===== config.mk =====
export PLATFORM = sky130hd
export DESIGN_NAME = spi_xfer_arbiter
export DESIGN_NICKNAME = d
export VERILOG_FILES = /design/src/rtl/spi_pkg.sv /design/src/rtl/spi_shifter.sv /design/src/rtl/spi_xfer_arbiter.sv
export SDC_FILE = /design/constraint.sdc
export NUM_CORES = 1
export LEC_CHECK = 0
export ABC_CLOCK_PERIOD_IN_PS = 1900
export CORE_MARGIN = 1
export CORE_UTILIZATION = 35
export CTS_CLUSTER_DIAMETER = 40
export DETAILED_ROUTE_END_ITERATION = 10
export MAX_ROUTING_LAYER = met4
export PLACE_DENSITY = 0.65
export RECOVER_POWER = 100
export SLEW_MARGIN = 10
export SYNTH_ARGS = -nofsm -noshare
export SYNTH_HDL_FRONTEND = slang
export SYNTH_SLANG_ARGS = --single-unit

===== constraint.sdc =====
create_clock -name clk -period 1.9 [get_ports clk]
set_clock_uncertainty 0.15 [all_clocks]
set_input_delay 0.38 -clock clk [delete_from_list [all_inputs] [get_ports clk]]
set_output_delay 0.38 -clock clk [all_outputs]
set_load 0.02 [all_outputs]

===== src/rtl/spi_pkg.sv =====
// Shared definitions for the AES SPI link sequencer.
// Contents:
//   state_t      - frame sequencing states
//   REQ_ENC/DEC  - requester indices (encrypt path 0, decrypt path 1)
//   DEF_DATASIZE - default frame width (AES block/key width)
//   DEF_GAP      - default idle cycles between frames
//   req_onehot   - requester index to one-hot grant vector
package spi_pkg;

  // The ST_ prefix keeps these names apart from the GAP parameter of the top.
  typedef enum logic [2:0] {
    ST_IDLE,
    ST_LOAD,
    ST_SHIFT,
    ST_DONE,
    ST_GAP
  } state_t;

  localparam int REQ_ENC      = 0;
  localparam int REQ_DEC      = 1;
  localparam int DEF_DATASIZE = 128;
  localparam int DEF_GAP      = 2;

  function automatic logic [1:0] req_onehot(input logic idx);
    return idx ? 2'b10 : 2'b01;
  endfunction

endpackage


===== src/rtl/spi_shifter.sv =====
// Serial datapath for one SPI frame: shift register, mosi register and bit
// counter. All sequencing decisions come from the arbiter FSM.
// Ports:
//   clk, rst   - system clock, synchronous active-low reset
//   load       - capture load_word, present its MSB on mosi, clear the count
//   shift_en   - rising-sclk cycle: shift miso in at the LSB, count one bit
//   out_en     - falling-sclk cycle: present the current MSB on mosi
//   clear      - frame finished: return mosi to 0
//   load_word  - word to transmit
//   miso       - serial data in
//   mosi       - serial data out (registered)
//   shreg      - shift register contents (received word at frame end)
//   bit_cnt    - bits captured so far in this frame
module spi_shifter
  import spi_pkg::*;
#(
  parameter int DATASIZE = DEF_DATASIZE,
  localparam int CW = $clog2(DATASIZE + 1)
) (
  input  logic                clk,
  input  logic                rst,
  input  logic                load,
  input  logic                shift_en,
  input  logic                out_en,
  input  logic                clear,
  input  logic [DATASIZE-1:0] load_word,
  input  logic                miso,
  output logic                mosi,
  output logic [DATASIZE-1:0] shreg,
  output logic [CW-1:0]       bit_cnt
);

  // The same register serves transmit and receive: the MSB leaves on mosi
  // while miso enters at the LSB, so after DATASIZE shifts it holds rx data.
  always_ff @(posedge clk) begin
    if (!rst) begin
      shreg   <= '0;
      mosi    <= 1'b0;
      bit_cnt <= '0;
    end else if (load) begin
      shreg   <= load_word;
      mosi    <= load_word[DATASIZE-1];
      bit_cnt <= '0;
    end else begin
      if (shift_en) begin
        shreg   <= {shreg[DATASIZE-2:0], miso};
        bit_cnt <= bit_cnt + CW'(1);
      end
      if (out_en) begin
        mosi <= shreg[DATASIZE-1];
      end else if (clear) begin
        mosi <= 1'b0;
      end
    end
  end

endmodule


===== src/rtl/spi_xfer_arbiter.sv =====
// Sequencing controller for the AES SPI link. Two requesters (encrypt 0,
// decrypt 1) share one link under round-robin arbitration; each grant runs
// one full-width MSB-first frame and returns the received word.
// Ports:
//   clk, rst  - system clock, synchronous active-low reset
//   req       - level requests, bit0 encrypt, bit1 decrypt (sampled only
//               when a new frame can be arbitrated)
//   tx0, tx1  - words to send, sampled in LOAD only
//   grant     - one-hot owner of the current frame, 0 when idle
//   done      - one-cycle pulse on the owner's bit at frame completion
//   rx_data   - received word, valid from done until the next DONE
//   busy      - frame activity (LOAD, SHIFT, DONE, GAP)
//   sclk, scs - SPI clock (idles low) and active-low chip select
//   mosi/miso - serial data out / in
module spi_xfer_arbiter
  import spi_pkg::*;
#(
  parameter int DATASIZE = DEF_DATASIZE,
  parameter int GAP      = DEF_GAP
) (
  input  logic                clk,
  input  logic                rst,
  input  logic [1:0]          req,
  input  logic [DATASIZE-1:0] tx0,
  input  logic [DATASIZE-1:0] tx1,
  output logic [1:0]          grant,
  output logic [1:0]          done,
  output logic [DATASIZE-1:0] rx_data,
  output logic                busy,
  output logic                sclk,
  output logic                scs,
  output logic                mosi,
  input  logic                miso
);

  localparam int CW = $clog2(DATASIZE + 1);
  localparam int GW = (GAP > 1) ? $clog2(GAP) : 1;

  state_t              state, next_state;
  logic                winner;
  logic                rr_ptr;
  logic                arb_ptr;
  logic                win_idx;
  logic                arb;
  logic [GW-1:0]       gap_cnt;
  logic                gap_last;
  logic                frame_end;
  logic                sh_load, sh_shift, sh_out, sh_clear;
  logic [DATASIZE-1:0] shreg;
  logic [CW-1:0]       bit_cnt;

  assign gap_last  = (int'(gap_cnt) == GAP - 1);
  assign frame_end = sclk && (bit_cnt == CW'(DATASIZE));

  // State register.
  always_ff @(posedge clk) begin
    if (!rst) begin
      state <= ST_IDLE;
    end else begin
      state <= next_state;
    end
  end

  // Next-state logic. The last inter-frame cycle (DONE when GAP is 0, else
  // the final GAP cycle) arbitrates directly, so scs stays high for exactly
  // GAP+1 cycles between back-to-back frames.
  always_comb begin
    next_state = state;
    case (state)
      ST_IDLE:  if (req != 2'b00) next_state = ST_LOAD;
      ST_LOAD:  next_state = ST_SHIFT;
      ST_SHIFT: if (frame_end) next_state = ST_DONE;
      ST_DONE: begin
        if (GAP == 0) begin
          next_state = (req != 2'b00) ? ST_LOAD : ST_IDLE;
        end else begin
          next_state = ST_GAP;
        end
      end
      ST_GAP: begin
        if (gap_last) begin
          next_state = (req != 2'b00) ? ST_LOAD : ST_IDLE;
        end
      end
      default:  next_state = ST_IDLE;
    endcase
  end

  // Control strobes and arbitration. In DONE the round-robin pointer is
  // being updated this very edge, so arbitration uses its new value.
  always_comb begin
    busy     = (state != ST_IDLE);
    sh_load  = (state == ST_LOAD);
    sh_shift = (state == ST_SHIFT) && !sclk;
    sh_out   = (state == ST_SHIFT) && sclk;
    sh_clear = (state == ST_DONE);
    arb      = (next_state == ST_LOAD);
    arb_ptr  = (state == ST_DONE) ? ~winner : rr_ptr;
    case (req)
      2'b01:   win_idx = 1'(REQ_ENC);
      2'b10:   win_idx = 1'(REQ_DEC);
      default: win_idx = arb_ptr;
    endcase
  end

  // Registered link outputs and frame bookkeeping.
  always_ff @(posedge clk) begin
    if (!rst) begin
      grant   <= 2'b00;
      done    <= 2'b00;
      rx_data <= '0;
      sclk    <= 1'b0;
      scs     <= 1'b1;
      winner  <= 1'b0;
      rr_ptr  <= 1'b0;
      gap_cnt <= '0;
    end else begin
      done <= 2'b00;
      if (arb) begin
        winner <= win_idx;
      end
      case (state)
        ST_LOAD: begin
          grant <= req_onehot(winner);
          scs   <= 1'b0;
          sclk  <= 1'b0;
        end
        ST_SHIFT: begin
          sclk <= ~sclk;
        end
        ST_DONE: begin
          scs     <= 1'b1;
          rx_data <= shreg;
          done    <= grant;
          grant   <= 2'b00;
          rr_ptr  <= ~winner;
          gap_cnt <= '0;
        end
        ST_GAP: begin
          gap_cnt <= gap_cnt + GW'(1);
        end
        default: ;
      endcase
    end
  end

  spi_shifter #(
    .DATASIZE(DATASIZE)
  ) u_shifter (
    .clk      (clk),
    .rst      (rst),
    .load     (sh_load),
    .shift_en (sh_shift),
    .out_en   (sh_out),
    .clear    (sh_clear),
    .load_word(winner ? tx1 : tx0),
    .miso     (miso),
    .mosi     (mosi),
    .shreg    (shreg),
    .bit_cnt  (bit_cnt)
  );

endmodule


==> impl_metrics.toml <==
[finish]
final.fill_count = 3244
fin_util_pct = 56.5
drive_above_1_share_pct = 16.8
layout.cells.non_filler = 2485
flow.area_growth_from_synthesis_pct = 59.3
nNetsFinal = 2242

[critical_path]
critical_path.max_fanout = 7
critical_path.endpoint_type = "primary output"
criticalPathCategory = "reg -> out"
timing.critical_path.arrival_ps = 1470
worst_ep_required_time_ps = 1370
cp-start-kind = "register"

[floorplanning]
core-area_mm2 = 0.0365
placementRows = 70
fp.dieH_um = 194
starting_utilization_of_the_core_area_pct = 35.5
die_w_um = 194
pin_count = 397
floorplan.die_area_mm2 = 0.0378

[sta]
timing_worst_slew_pin_value_ps = 513
final_critical_delay_including_setup_and_external_delays_ps = 2000
fin_worst_hold_slack_ps = 66.4
maxSlewViolCount = 0
timing.final.crit_share_pct = 105
post-route-worst-setup-slack_ps = -99.3
rsz0062_at_grt = "yes"
slew_headroom_pct = 65.8
hold_violations = 0
timing.final.setup_violations = 41
max_freq_ghz = 0.500

[pwr]
pwr_density_cell_mw_per_mm2 = 976
power_frac_clock_pct = 41.5
net-switching-power_mw = 5.90
comb_power_share_pct = 24.3
seqPwrFrac_pct = 34.3
ir_drop_mv = 0.590
power.total_mw = 20.2
internal_power_summed_over_all_cells_mw = 14.2
switching_share_pct = 29.3
leakage_nw = 8.04

[grt]
groute.usage.overall_pct = 25.5
overflow = 0
antenna_found_initial = 3
first_global_vias = 13494
global_route_wire_length_before_repair_mm = 75.4
grt_max_degree = 100

[synth]
mappedNetlistArea_mm2 = 0.0130
synthDistinctLibCells = 52
synth_ff_type = "sky130_fd_sc_hd__dfxtp_1"
seq_area_frac_synth_pct = 42.8
yosysWarnings = 0
synth_enable_flop_cells = 0
synth.ff_latch_count = 277
synthesized_netlist_cell_count = 1580
synth_fp_nets = 1845
ys_async_sr_fraction_pct = 0
avgSynthCellArea_um2 = 8.20

[route]
first_iter_violations = 946
drt-wirelength-per-cell_um = 21.4
detail-route-antenna-nets = 0
routed-via-count = 14285
wirelength_mm = 53.1
drc = 0
avgViaCountPerCell = 5.75
drt_pass1_iterations = 6

[worst_hold_path]
min_path_type = "in -> reg"

[flow_run]
timing.max_cap.violations = 0

[cts]
cts_made_buffers = 47
htree_levels = 2
clockBufferDepth = 3
clock_tree_from_tritoncts = "built"
cts.root.buffer_cell = "sky130_fd_sc_hd__clkbuf_16"
clk_pin_slew_ps = 50
clkSinkCount = 277
insertion_delay_ps = 540

[status]
outcome = "finished with violations"
failed_checks = "setup timing"

[placed_design]
cell_count_after_placement = 2353
globalplace.congestion = 0.925
sum_of_net_half_perimeters_after_detailed_placement_mm = 32.2
place_ws_ps = -21.0
port_buffers = 396
==> cells in the mapped netlist, drive strengths merged (2+ instances only) <==
cell type  instances  area, um^2
a21boi           130         976
a21oi             12        63.8
a22oi            126         946
a31oi            126         788
and2               2        12.5
and3               3        18.8
and3b              2        17.5
buf               80         450
clkbuf           100         375
dfxtp            277        5550
ha                 4        50.1
inv                7        26.3
mux2i              4        40.0
nand2            394        1480
nand2b             4        25.0
nand3             75         375
nand3b            61         458
nor2               5        18.8
nor2b              5        31.3
nor3               3        15.0
nor4b              3        47.5
o21a               2        15.0
o21ai              2        10.0
o31ai            129         968
o32ai              2        17.5
or3                2        12.5
or3b               3        28.8
or4                3        26.3
==> through the flow <==
step	setup TNS [ps]	cell area, um^2
floorplan	0	13000
global placement	-6.04	17800
detailed placement	-24.7	17800
CTS	-266	19400
global route	-4780	20600
finish	-729	20600
==> sequential cells by signal (all words and copies together), names as in the netlist, 2 cells and up <==
name and flops:
rx_data 128, u_shifter.shreg 128, done 2, grant 2, u_shifter.bit_cnt 8, state 3
==> critical path, stage by stage, from the launching register on <==
cell and delay (ps):
sky130_fd_sc_hd__dfxtp_2 330, sky130_fd_sc_hd__buf_6 130, sky130_fd_sc_hd__or3_4 320, sky130_fd_sc_hd__buf_6 140
==> logic make-up (layout without fill, tap and decap cells) <==
group,after synthesis,in the layout,share of synthesized area [%]
compound gates,536,536,29.6
xor+xnor,1,1,0.0676
fa+ha+maj,4,4,0.386
buf+inv,187,621,6.57
flops,277,277,42.8
mux,4,4,0.309
other cells,0,3,0
simple gates,571,571,20.2
==> path summary, 6_finish.rpt <==
check	startpoint	endpoint	slack [ps]	depth (start not counted)
setup / recovery	state[1]	busy	-100	3
hold / removal	rst	scs	70	2
hold reg to reg	rx_data[86]	rx_data[86]	310	2
setup reg to reg	state[2]	u_shifter.shreg[13]	-50	5
==> final cells by class <==
| class | count | area, um^2 | share of cell area (%) |
|---|---|---|---|
| Multi-Input combinational cell | 1116 | 7150 | 34.6 |
| Timing Repair Buffer | 528 | 5770 | 28.0 |
| Sequential cell | 277 | 5550 | 26.9 |
| Clock buffer | 64 | 1330 | 6.45 |
| Tap cell | 468 | 586 | 2.84 |
| Clock inverter | 22 | 220 | 1.07 |
| Inverter | 7 | 26.3 | 0.127 |
| Antenna cell | 3 | 7.51 | 0.0364 |
==> layer usage <==
layer  vias to the layer above  part of all wire [%]  track usage (%)
li1                       6548                     -                -
met1                      6772                    41             32.1
met2                       827                    46             40.1
met3                       138                   9.4             5.41
met4                         0                   3.5             9.26
met5                         -                     0                -
==> cells in the final DEF (no fill, tap or decap), types with 4 or more instances in the layout <==
cell type / n
sky130_fd_sc_hd__nand2_1: 393
sky130_fd_sc_hd__dfxtp_1: 273
sky130_fd_sc_hd__clkdlybuf4s50_1: 259
sky130_fd_sc_hd__dlygate4sd2_1: 133
sky130_fd_sc_hd__a21boi_0: 130
sky130_fd_sc_hd__o31ai_1: 128
sky130_fd_sc_hd__a31oi_1: 125
sky130_fd_sc_hd__a22oi_2: 106
sky130_fd_sc_hd__nand3_1: 75
sky130_fd_sc_hd__clkbuf_16: 68
sky130_fd_sc_hd__nand3b_1: 61
sky130_fd_sc_hd__buf_4: 54
sky130_fd_sc_hd__buf_12: 32
sky130_fd_sc_hd__a22oi_1: 20
sky130_fd_sc_hd__buf_6: 17
sky130_fd_sc_hd__a21oi_1: 11
sky130_fd_sc_hd__clkbuf_1: 11
sky130_fd_sc_hd__clkinv_2: 8
sky130_fd_sc_hd__inv_1: 7
sky130_fd_sc_hd__buf_16: 7
sky130_fd_sc_hd__nor2_1: 5
sky130_fd_sc_hd__nor2b_1: 5
sky130_fd_sc_hd__clkinvlp_4: 5
sky130_fd_sc_hd__clkbuf_8: 5
sky130_fd_sc_hd__nand2b_1: 4
sky130_fd_sc_hd__mux2i_1: 4
sky130_fd_sc_hd__ha_1: 4
sky130_fd_sc_hd__inv_6: 4
==> power groups by stage <==
stage / Clock (mW) / Sequential, mW / Combinational [mW]
2_1_floorplan: 0 / 6.87 / 2.21
3_3_place_gp: 0 / 6.98 / 3.79
3_5_place_dp: 0 / 6.98 / 3.86
4_1_cts: 8.46 / 6.87 / 3.96
5_1_grt: 8.77 / 6.95 / 5.20
6_report: 8.36 / 6.90 / 4.89
==> repair_timing <==
action                     in CTS  in global routing
hold buffers                    0                  0
buffers inserted                5                 13
resized for setup             146                148
setup endpoints to repair     146                142
pin swaps                       1                 58
gates cloned                    3                 22
(Power assumes the default switching activity.)
